File: src/rtl/alu_tx_pkg.sv
// Shared types and frame constants for the serial ALU result transmitter.
// Latency: n/a (types, constants and a pure helper function only).
// Backpressure: n/a.
package alu_tx_pkg;

  // Frame phases in transmission order; IDLE holds the line high between frames.
  typedef enum logic [2:0] {
    IDLE   = 3'd0,
    START  = 3'd1,
    SEL    = 3'd2,
    DATA   = 3'd3,
    PARITY = 3'd4,
    STOP   = 3'd5
  } tx_state_e;

  localparam int   FRAME_BITS = 14;
  localparam int   SEL_W      = 3;
  localparam logic START_BIT  = 1'b0;
  localparam logic STOP_BIT   = 1'b1;

  // Line level driven while in a given phase. Payload phases send the current
  // shift-register LSB; the parity phase sends the precomputed parity bit.
  function automatic logic line_level(input tx_state_e st,
                                      input logic      payload_bit,
                                      input logic      parity_bit);
    logic lvl;
    lvl = STOP_BIT;
    case (st)
      START:     lvl = START_BIT;
      SEL, DATA: lvl = payload_bit;
      PARITY:    lvl = parity_bit;
      default:   lvl = STOP_BIT;  // IDLE and STOP both hold the line high
    endcase
    return lvl;
  endfunction

endpackage

File: src/rtl/alu_result_tx_if.sv
// Valid/ready request bus carrying one ALU result and its operation select.
// Latency: n/a (wires only).
// Backpressure: source holds in_valid/in_data/in_sel until it sees in_ready.
interface alu_result_tx_if
  import alu_tx_pkg::*;
#(
  parameter int DATA_W = 8
) ();

  logic              in_valid;
  logic              in_ready;
  logic [DATA_W-1:0] in_data;
  logic [SEL_W-1:0]  in_sel;

  modport master (
    output in_valid,
    output in_data,
    output in_sel,
    input  in_ready
  );

  modport slave (
    input  in_valid,
    input  in_data,
    input  in_sel,
    output in_ready
  );

endinterface

File: src/rtl/alu_tx_bit_timer.sv
// Bit-period counter: counts 0..CLKS_PER_BIT-1 and wraps at each bit boundary.
// Latency: bit_end is high on the last cycle of every CLKS_PER_BIT-cycle bit.
// Backpressure: none; clear holds the count at 0 (used while the line is idle).
module alu_tx_bit_timer #(
  parameter int unsigned CLKS_PER_BIT = 4
) (
  input  logic clk,
  input  logic rst,
  input  logic clear,
  output logic bit_end,
  output logic bit_end_next
);

  localparam logic [7:0] LAST = 8'(CLKS_PER_BIT - 1);

  logic [7:0] cnt_q;
  logic [7:0] cnt_d;

  assign bit_end = (cnt_q == LAST);

  // bit_end_next lets the parent register outputs that must line up with bit_end.
  assign bit_end_next = (cnt_d == LAST);

  // Next count: reload 0 on a bit boundary or while cleared, otherwise advance.
  always_comb begin
    cnt_d = cnt_q + 8'd1;
    if (clear || bit_end) begin
      cnt_d = '0;
    end
  end

  // Count register.
  always_ff @(posedge clk) begin
    if (rst) begin
      cnt_q <= '0;
    end else begin
      cnt_q <= cnt_d;
    end
  end

endmodule

File: src/rtl/alu_result_tx.sv
// Serialises {sel, data} LSB-first as start, 3 sel, 8 data, even parity, stop.
// Latency: start bit on the line the cycle after the accepting edge; 14*CLKS_PER_BIT-cycle frame.
// Backpressure: in_ready only while idle and out of reset; at most one frame in flight.
module alu_result_tx
  import alu_tx_pkg::*;
#(
  parameter int unsigned CLKS_PER_BIT = 4,
  parameter int          DATA_W       = 8
) (
  input  logic            clk,
  input  logic            rst,
  alu_result_tx_if.slave  in_if,
  output logic            tx_out,
  output logic            tx_busy,
  output logic            frame_done
);

  localparam int SHIFT_W = SEL_W + DATA_W;
  // Wide enough to index any position in the frame; only 0..DATA_W-1 is used.
  localparam int IDX_W   = $clog2(FRAME_BITS);

  tx_state_e          state_q, state_d;
  logic [SHIFT_W-1:0] shreg_q, shreg_d;
  logic               parity_q, parity_d;
  logic [IDX_W-1:0]   bit_idx_q, bit_idx_d;
  logic               tx_out_q, tx_out_d;
  logic               tx_busy_q, tx_busy_d;
  logic               frame_done_q, frame_done_d;

  logic               bit_end;
  logic               bit_end_next;
  logic               timer_clear;
  logic               xfer;
  logic [SHIFT_W-1:0] capture_dat;

  // Ready is gated by rst directly so nothing is accepted during a reset cycle.
  assign in_if.in_ready = (state_q == IDLE) && !rst;
  assign xfer           = in_if.in_valid && in_if.in_ready;

  // sel sits in the low bits so it leaves the shift register first.
  assign capture_dat    = {in_if.in_data, in_if.in_sel};

  // Keep the period counter at 0 while idle so a frame starts on a fresh bit.
  assign timer_clear    = (state_q == IDLE);

  alu_tx_bit_timer #(
    .CLKS_PER_BIT (CLKS_PER_BIT)
  ) u_bit_timer (
    .clk          (clk),
    .rst          (rst),
    .clear        (timer_clear),
    .bit_end      (bit_end),
    .bit_end_next (bit_end_next)
  );

  // Frame sequencing, payload shifting and next values of the registered outputs.
  always_comb begin
    state_d   = state_q;
    shreg_d   = shreg_q;
    parity_d  = parity_q;
    bit_idx_d = bit_idx_q;

    case (state_q)
      IDLE: begin
        if (xfer) begin
          state_d   = START;
          shreg_d   = capture_dat;
          parity_d  = ^capture_dat;
          bit_idx_d = '0;
        end
      end
      START: begin
        if (bit_end) begin
          state_d   = SEL;
          bit_idx_d = '0;
        end
      end
      SEL: begin
        if (bit_end) begin
          shreg_d = shreg_q >> 1;
          if (bit_idx_q == IDX_W'(SEL_W - 1)) begin
            state_d   = DATA;
            bit_idx_d = '0;
          end else begin
            bit_idx_d = bit_idx_q + 1'b1;
          end
        end
      end
      DATA: begin
        if (bit_end) begin
          shreg_d = shreg_q >> 1;
          if (bit_idx_q == IDX_W'(DATA_W - 1)) begin
            state_d   = PARITY;
            bit_idx_d = '0;
          end else begin
            bit_idx_d = bit_idx_q + 1'b1;
          end
        end
      end
      PARITY: begin
        if (bit_end) begin
          state_d = STOP;
        end
      end
      STOP: begin
        if (bit_end) begin
          state_d = IDLE;
        end
      end
      default: begin
        state_d = IDLE;
      end
    endcase

    // Outputs are computed from next-state values so the flops present them
    // in the same cycle the FSM enters the corresponding phase.
    tx_out_d     = line_level(state_d, shreg_d[0], parity_d);
    tx_busy_d    = (state_d != IDLE);
    frame_done_d = (state_d == STOP) && bit_end_next;
  end

  // State, payload and output registers; reset abandons any frame in flight.
  always_ff @(posedge clk) begin
    if (rst) begin
      state_q      <= IDLE;
      shreg_q      <= '0;
      parity_q     <= 1'b0;
      bit_idx_q    <= '0;
      tx_out_q     <= 1'b1;
      tx_busy_q    <= 1'b0;
      frame_done_q <= 1'b0;
    end else begin
      state_q      <= state_d;
      shreg_q      <= shreg_d;
      parity_q     <= parity_d;
      bit_idx_q    <= bit_idx_d;
      tx_out_q     <= tx_out_d;
      tx_busy_q    <= tx_busy_d;
      frame_done_q <= frame_done_d;
    end
  end

  assign tx_out     = tx_out_q;
  assign tx_busy    = tx_busy_q;
  assign frame_done = frame_done_q;

endmodule

File: src/flat_wrapper.sv
// flat-port wrapper written by rule: the top's interface ports become plain ports
module alu_result_tx_flat import alu_tx_pkg::*;
#(
  parameter int unsigned CLKS_PER_BIT = 4,
  parameter int          DATA_W       = 8
)
  (clk, rst, tx_out, tx_busy, frame_done, in_if_in_valid, in_if_in_data, in_if_in_sel, in_if_in_ready);
  alu_result_tx_if #(.DATA_W(DATA_W)) in_if_i ();
  input  logic clk;
  input  logic rst;
  output logic tx_out;
  output logic tx_busy;
  output logic frame_done;
  input wire logic [$bits(in_if_i.in_valid)-1:0] in_if_in_valid;
  input wire logic [$bits(in_if_i.in_data)-1:0] in_if_in_data;
  input wire logic [$bits(in_if_i.in_sel)-1:0] in_if_in_sel;
  output wire logic [$bits(in_if_i.in_ready)-1:0] in_if_in_ready;
  assign in_if_i.in_valid = in_if_in_valid;
  assign in_if_i.in_data = in_if_in_data;
  assign in_if_i.in_sel = in_if_in_sel;
  assign in_if_in_ready = in_if_i.in_ready;
  alu_result_tx #(.CLKS_PER_BIT(CLKS_PER_BIT), .DATA_W(DATA_W)) u_core (.clk(clk), .rst(rst), .in_if(in_if_i), .tx_out(tx_out), .tx_busy(tx_busy), .frame_done(frame_done));
endmodule
File: config.mk
export PLATFORM = sky130hd
export DESIGN_NAME = alu_result_tx_flat
export DESIGN_NICKNAME = d
export VERILOG_FILES = /design/src/rtl/alu_tx_pkg.sv /design/src/rtl/alu_result_tx_if.sv /design/src/rtl/alu_tx_bit_timer.sv /design/src/rtl/alu_result_tx.sv /design/src/flat_wrapper.sv
export SDC_FILE = /design/constraint.sdc
export NUM_CORES = 1
export LEC_CHECK = 0
export CAP_MARGIN = 20
export CELL_PAD_IN_SITES_DETAIL_PLACEMENT = 0
export CELL_PAD_IN_SITES_GLOBAL_PLACEMENT = 2
export CORE_UTILIZATION = 33
export CTS_CLUSTER_SIZE = 40
export DETAILED_ROUTE_END_ITERATION = 6
export PLACE_DENSITY = 0.89
export SYNTH_ARGS = -nofsm -noshare
export SYNTH_HDL_FRONTEND = slang
export SYNTH_SLANG_ARGS = --single-unit
File: constraint.sdc
create_clock -name clk -period 2.58 [get_ports clk]
set_input_delay 0.258 -clock clk [delete_from_list [all_inputs] [get_ports clk]]
set_output_delay 0.258 -clock clk [all_outputs]
set_load 0.05 [all_outputs]
==> Word-level counts from Yosys, hierarchy flattened <==
Cells that the tools add are included.
{ "classes": {"addsub": 2, "n_eq_ne": 19, "mux": 23, "reduce_logical": 14} }
{ "op_table": {"columns": ["op", "count"], "rows": [
  ["2-to-1 mux 3 bit", 8],
  ["2-to-1 mux 4 bit", 6],
  ["2-to-1 mux 11 bit", 2],
  ["case mux 11 bit (2 select lines)", 1],
  ["case mux 3 bit (6 select lines)", 1],
  ["== test 8 x 2 -> 1 bit (second input constant)", 2],
  ["case mux 4 bit (4 select lines)", 1],
  ["== test 3 x 2 -> 1 bit (second input constant)", 4],
  ["== test 3 bit (second input constant)", 4],
  ["parity 11 bit", 1],
  ["adder 8 x 1 -> 8 bit (second input constant)", 1],
  ["2-to-1 mux 8 bit", 1],
  ["== test 3 x 1 -> 1 bit (second input constant)", 2],
  ["!= test 2 bit (second input constant)", 3],
  ["AND reduction 5 bit", 1],
  ["adder 4 x 1 -> 4 bit (second input constant)", 1],
  ["== test 4 x 2 -> 1 bit (second input constant)", 1],
  ["== test 4 x 3 -> 1 bit (second input constant)", 1],
  ["!= test 2 x 1 -> 1 bit (second input constant)", 2],
  ["nonzero test 4 bit", 1],
  ["OR reduction 2 bit", 2],
  ["logical AND 1 bit", 3],
  ["zero test 3 bit", 1],
  ["case mux 1 bit (3 select lines)", 1],
  ["other kinds (6)", 7]
]} }
{ "word_totals": {"register_bits": 30, "input_bits": 14, "out_inout_bits": 4, "wordCells": 67} }

==> Longest topological paths before layout <==
{ "logic_depth": {"word_depth": 8, "depth_mapped": 8, "mapped_depth_nobuf": 8} }

==> Hierarchy <==
Synthesis repeated with hierarchy kept, for this count alone.
{ "unflattened": {"hier_cells": 168, "area_unflattened_um2": 1534.0} }
{ "by_module_without_submodules": {"columns": ["mod", "n_inst", "cells_each", "area_per_inst_um2", "seq_area_each_um2"], "rows": [
  ["alu_result_tx", 1, 125, 1103.6, 440.4],
  ["alu_tx_bit_timer", 1, 43, 430.4, 160.2]
]} }

==> Worst setup path after synthesis <==
Ideal clock, no wire load.
{ "synth_path": {"kind": "register -> register", "from": "reg u_core.state_q[1]", "to": "reg u_core.tx_out_q, in the netlist u_core.tx_out", "setup_ps": 123, "t_arrival_ps": 2383, "required_ps": 2457, "path_slack_ps": 74, "stages_incl_launch_ff": 9, "path_cell_list": "dfxtp_1 > clkbuf_1 > nor4_2 > and2_0 > clkbuf_1 > nor2_1 > and2_0 > nor3b_1 > o31ai_1"} }
{ "synth_via": {"elab_chain_cells": 8} }
{ "synth_lines": {"columns": ["element", "line", "source"], "rows": [
  ["from (decl)", "alu_result_tx.sv:22", "tx_state_e state_q, state_d;"],
  ["from (signal assigned)", "alu_result_tx.sv:133", "state_q <= state_d;"],
  ["zero test 3 bit (*)", "alu_result_tx.sv:37", "assign in_if.in_ready = (state_q == IDLE) && !rst;"],
  ["logical AND 1 bit (*)", "alu_result_tx.sv:37", null],
  ["named net in_if_in_ready", "flat_wrapper.sv:17", "output wire logic [$bits(in_if_i.in_ready)-1:0] in_if_in_ready;"],
  ["logical AND 1 bit (*)", "alu_result_tx.sv:38", "assign xfer = in_if.in_valid && in_if.in_ready;"],
  ["2-to-1 mux 3 bit", "alu_result_tx.sv:65", "if (xfer) begin"],
  ["case mux 3 bit (6 select lines)", "alu_result_tx.sv:63", "case (state_q)"],
  ["== test 3 x 2 -> 1 bit", "alu_tx_pkg.sv:28", "case (st)"],
  ["OR reduction 2 bit", "alu_tx_pkg.sv:28", null],
  ["case mux 1 bit (3 select lines) (*)", "alu_tx_pkg.sv:28", null],
  ["to (signal assigned)", "alu_result_tx.sv:137", "tx_out_q <= tx_out_d;"],
  ["to (decl)", "alu_result_tx.sv:26", "logic tx_out_q, tx_out_d;"]
]} }
The timed path passes the listed nets; every way through them passes the cells marked *. The select of a mux whose other input is x is not followed.
A chain may end at the register's enable or synchronous reset.

==> Worst setup path in the final report <==
{ "layout_path": {"from": "reg u_core.u_bit_timer.cnt_q[0]", "to": "reg u_core.tx_out_q, in the netlist u_core.tx_out"} }
{ "layout_via": {"elab_chain_cells": 6} }
{ "layout_lines": {"columns": ["element", "line", "source"], "rows": [
  ["from (decl)", "alu_tx_bit_timer.sv:16", "logic [7:0] cnt_q;"],
  ["from (signal assigned)", "alu_tx_bit_timer.sv:37", "cnt_q <= cnt_d;"],
  ["== test 8 x 2 -> 1 bit (*)", "alu_tx_bit_timer.sv:19", "assign bit_end = (cnt_q == LAST);"],
  ["2-to-1 mux 3 bit (on tied branches)", null, null],
  ["case mux 3 bit (6 select lines)", "alu_result_tx.sv:63", null],
  ["== test 3 x 2 -> 1 bit", "alu_tx_pkg.sv:28", null],
  ["OR reduction 2 bit", "alu_tx_pkg.sv:28", null],
  ["case mux 1 bit (3 select lines) (*)", "alu_tx_pkg.sv:28", null]
]} }
Mark *: on every way between the ends. The rest lies on a longest branch, timed or not. The select of a mux whose other input is x is not followed.

==> results.md <==
Synthesis:
- Counting every instance in the synthesized netlist gives 182.
- In the synthesized netlist the dominant register cell turns out to be sky130_fd_sc_hd__dfxtp_1.
- The netlist area before placement is 0.001516 mm^2.
- A synthesized cell averages between 8 and 9 um^2.
- The count of yosys warnings during synthesis is 0.
- In this run, synthesis produced a sequential element count of 30.
- The net count of the mapped netlist is 199.
- By instance count, the leading cell after synthesis is sky130_fd_sc_hd__dfxtp_1.
- The fraction of the yosys area taken by sequential cells is around two fifths.
- The number of different library cells used by synthesis comes to 37.
- By area the synthesized netlist is led by sky130_fd_sc_hd__dfxtp_1, sky130_fd_sc_hd__xnor2_1, sky130_fd_sc_hd__a21oi_1.
- sky130_fd_sc_hd__dfxtp_1 takes more of the synthesized area than any other cell.
- The commonest cells after synthesis are sky130_fd_sc_hd__dfxtp_1, sky130_fd_sc_hd__nor2_1, sky130_fd_sc_hd__a21oi_1.
- The number of flops mapped to enable cells by yosys is 0.
- After synthesis, the share of flip-flops with an asynchronous set or reset is 0%.
- The top-area cell type share of the netlist area is 39.60%.

Drt:
- The average detailed-routed wire length per instance is 12.94 um.
- After detailed routing, the number of remaining DRC violations is 0.
- The routed design has 3.288 mm of wire.
- The routed layout has 1,332 vias.
- The number of iterations in the first detailed-routing pass is 4.
- Once detail routing completed, the nets flagged for antenna violations numbered 0.
- Dividing the detail-routed via count by the number of cells gives 5.244.
- For this block, the initial DRC count from the detailed router was 42.

Timing:
- The maximum clock frequency is between 0.4 and 0.5 GHz.
- Once routing completed, OpenROAD measured the worst setup slack at a little under 0.4 ns.
- The count of final setup violators is 0.
- Across the routed clock network, the largest skew measured is around 0.008 ns.
- The final number of max-transition violations was 0.
- Measured against its own limit, the worst slew margin works out to 29.22%.
- The total negative setup slack is 0 ns.
- Subtracting the final worst setup slack from the clock period gives between 2 and 2.5 ns.
- Setup repair after global routing left no endpoint under its margin.
- The count of final hold-check violations is 0.
- The worst path uses approximately 85% of the clock period.
- At the pin with the least slew margin, the transition time is 1.045 ns.

Pwr:
- For this design the static power due to leakage is 0.0006498 uW.
- The worst ir drop on vdd is 275.2 uV.
- The power density normalized to cell area is ~570 mW/mm^2.

Clock network:
- The TritonCTS clock tree is done.
- The clock passes through at most 2 buffers.
- The clock reaches the later pin of the worst-skew pair after 0.28 ns.
- The cell sitting at the root of the clock tree is a sky130_fd_sc_hd__clkbuf_8.
- Post-CTS timing repair inserted 0 buffers for setup.
- The number of gates given a new drive strength after cts is 0.
- The clock tree synthesis step divided the H-tree into 2 levels.
- The number of buffers inserted for hold repair after clock tree synthesis is 0.
- Counting every sink on the clock net gives 30.
- The clock transition at the registers of the reported paths is around 0.06 ns.
- TritonCTS created 5 clock buffers.

Placement:
- The placer congestion estimate is 0.8019.
- The total instance count after detailed placement is 246.
- Summed over all nets, the half-perimeter wirelength after detailed placement is 2.406 mm.
- The placed instances occupy a cell area of roughly 0.0018 mm^2.
- In this run the tool buffered the top-level ports with 17 buffer cells.
- The pre-CTS setup slack is about 0.4 ns.

Min path:
- The worst hold path terminates at u_core.shreg_q[0].
- The path category of the worst min-delay check is flop to flop.
- The startpoint of the lowest-slack hold path is u_core.shreg_q[0].
- The number of cells on the worst hold path is 2.

Worst setup path:
- The sort of element at the end of the critical path is a flop.
- The maximum single-stage delay on the critical path is between 0.5 and 0.6 ns.
- The worst-path cell with the longest stage delay is sky130_fd_sc_hd__or3b_2.
- For the worst setup path, the data required time is 2.78 ns.
- Together, buffers and inverters on the worst path number 1.
- By startpoint and endpoint, the worst setup path is classified as flop to flop.
- Of all nets on the critical path, the largest fanout is 11.
- In this run the critical register-to-register path is captured at u_core.tx_out.
- Walking the worst path, the cells encountered are ha_1 -> or3b_2 -> nor3_4 -> buf_4 -> a22oi_1 -> nor3b_1 -> o31ai_1.
- The worst endpoint data arrival time is 2.39 ns.
- The reg-to-reg critical path startpoint is u_core.u_bit_timer.cnt_q[0].
- The count of cells along the worst register-to-register path is 7.
- For flop-to-flop paths, the worst setup slack is 0.39 ns.
- The element type at the critical path start is a flop.
- The category of cells accounting for the largest share of critical-path delay is simple AND/OR/NAND/NOR gates.

Global route:
- The via count of the first global-routing pass is about 1,300.
- The total congestion overflow is 0.
- Entering global routing, the biggest net connects 22 pins.
- The overall track demand over capacity in global routing is 14.11%.
- The number of antenna violations at the first check in global routing was 0.
- The wire length of the first global-routing pass is 5.602 mm.

Cells and area:
- Cells with a size suffix above 1 make up a little under 10% of the layout.
- The area overhead of the layout relative to synthesis is 22.03%.
- The final-layout fill cell count is 441.
- The final cell area excluding filler cells is between 0.0015 and 0.002 mm^2.
- The utilization after layout is a little over two fifths.
- The total inserted antenna cells is 0.
- For this run, the post-layout net count is 218.
- The filler-free cell count of the finished design is 254.

Floorplan:
- The placeable core region is between 0.004 and 0.005 mm^2.
- The area of the die is a little under 0.005 mm^2.
- In this run the horizontal extent of the chip is 69.79 um.
- 18 I/O pins were placed.
- The initialized floorplan defines 24 standard-cell rows.
- The vertical die dimension is 69.79 um.
- The initial core utilization is between 30% and 40%.

Status:
- The run finished with clean final reports.

Job:
- The tool flagged a number of max-cap violations equal to 0.
-- sequential cells by signal, summed over array words and instances (netlist names) --
| register | flops |
|---|---|
| u_core.shreg_q | 11 |
| u_core.frame_done | 1 |
| u_core.bit_idx_q | 4 |
| u_core.tx_out | 1 |
| u_core.parity_q | 1 |
| u_core.tx_busy | 1 |
| u_core.state_q | 3 |
| u_core.u_bit_timer.cnt_q | 8 |
-- power breakdown --
group | total, uW | internal, uW | switching [uW]
clock network | 401 | 214 | 187
registers | 495 | 481 | 14.4
logic | 157 | 75.9 | 81.5
-- stage by stage --
stage                     hold WS (ns)  total power, uW
after global placement          0.4392            663.2
after floorplan                 0.3642            606.7
final                           0.4555             1054
after CTS                       0.4573             1060
after global routing            0.4726             1094
after detailed placement        0.4474            664.9
-- metal layers --
metal	GRT usage, %	up-vias	part of all wire [%]
li1	-	672	-
met5	0	-	0
met1	17.23	625	45
met3	3.924	6	4.4
met2	23.50	29	49
met4	5.333	0	1.3
-- worst register-to-register path, delay by kind of cell, from the launching register on --
family	cells	cell delay [ns]
simple gates	3	0.97
flops	1	0.37
compound gates	2	0.31
fa+ha+maj	1	0.24
buf+inv	1	0.23
-- how the worst max path moves through the flow --
stage	startpoint	to	slack, ns	cells past startpoint
after global placement	u_core.u_bit_timer.cnt_q[0]	u_core.tx_out	0.48	7
after detailed placement	u_core.u_bit_timer.cnt_q[0]	u_core.tx_out	0.40	7
after floorplan	u_core.state_q[1]	u_core.tx_out	0.07	8
after global routing	u_core.u_bit_timer.cnt_q[0]	u_core.tx_out	0.25	7
final	u_core.u_bit_timer.cnt_q[0]	u_core.tx_out	0.39	7
after CTS	u_core.u_bit_timer.cnt_q[0]	u_core.tx_out	0.37	7
-- layout make-up --
cell class                 count  area (um^2)  share of cell area, %
clock buffer                   6        82.58                  4.462
clock inverter                 2        12.51                 0.6761
inverter                       5        18.77                  1.014
multi-input combinational    138        860.8                  46.52
sequential                    30        600.6                  32.45
tap                           52        65.06                  3.516
timing repair buffer          21        210.2                  11.36
-- cells by family (layout without fill, tap and decap cells) --
logic type / count (synthesis) / count (layout) / synth area share (%)
buffers and inverters: 14 / 34 / 3.631
AND/OR/NAND/NOR: 73 / 73 / 25.00
adder cells (fa/ha/maj): 3 / 3 / 2.476
XOR/XNOR: 17 / 17 / 9.818
flip-flops: 30 / 30 / 39.60
AO/OA/AOI/OAI: 45 / 45 / 19.47
-- cell usage in the layout, fill, tap and decap left out, types with 3 or more instances in the layout --
master,instances
sky130_fd_sc_hd__a21oi_1,20
sky130_fd_sc_hd__a22oi_1,11
sky130_fd_sc_hd__a31oi_1,3
sky130_fd_sc_hd__and3_1,3
sky130_fd_sc_hd__buf_4,4
sky130_fd_sc_hd__clkbuf_8,6
sky130_fd_sc_hd__clkdlybuf4s50_1,16
sky130_fd_sc_hd__dfxtp_1,30
sky130_fd_sc_hd__ha_1,3
sky130_fd_sc_hd__inv_1,5
sky130_fd_sc_hd__nand2_1,17
sky130_fd_sc_hd__nand3_1,4
sky130_fd_sc_hd__nand3b_1,3
sky130_fd_sc_hd__nor2_1,25
sky130_fd_sc_hd__nor2b_1,4
sky130_fd_sc_hd__nor4_1,3
sky130_fd_sc_hd__xnor2_1,12
sky130_fd_sc_hd__xor2_1,5
Power figures use the tool's default switching activity.
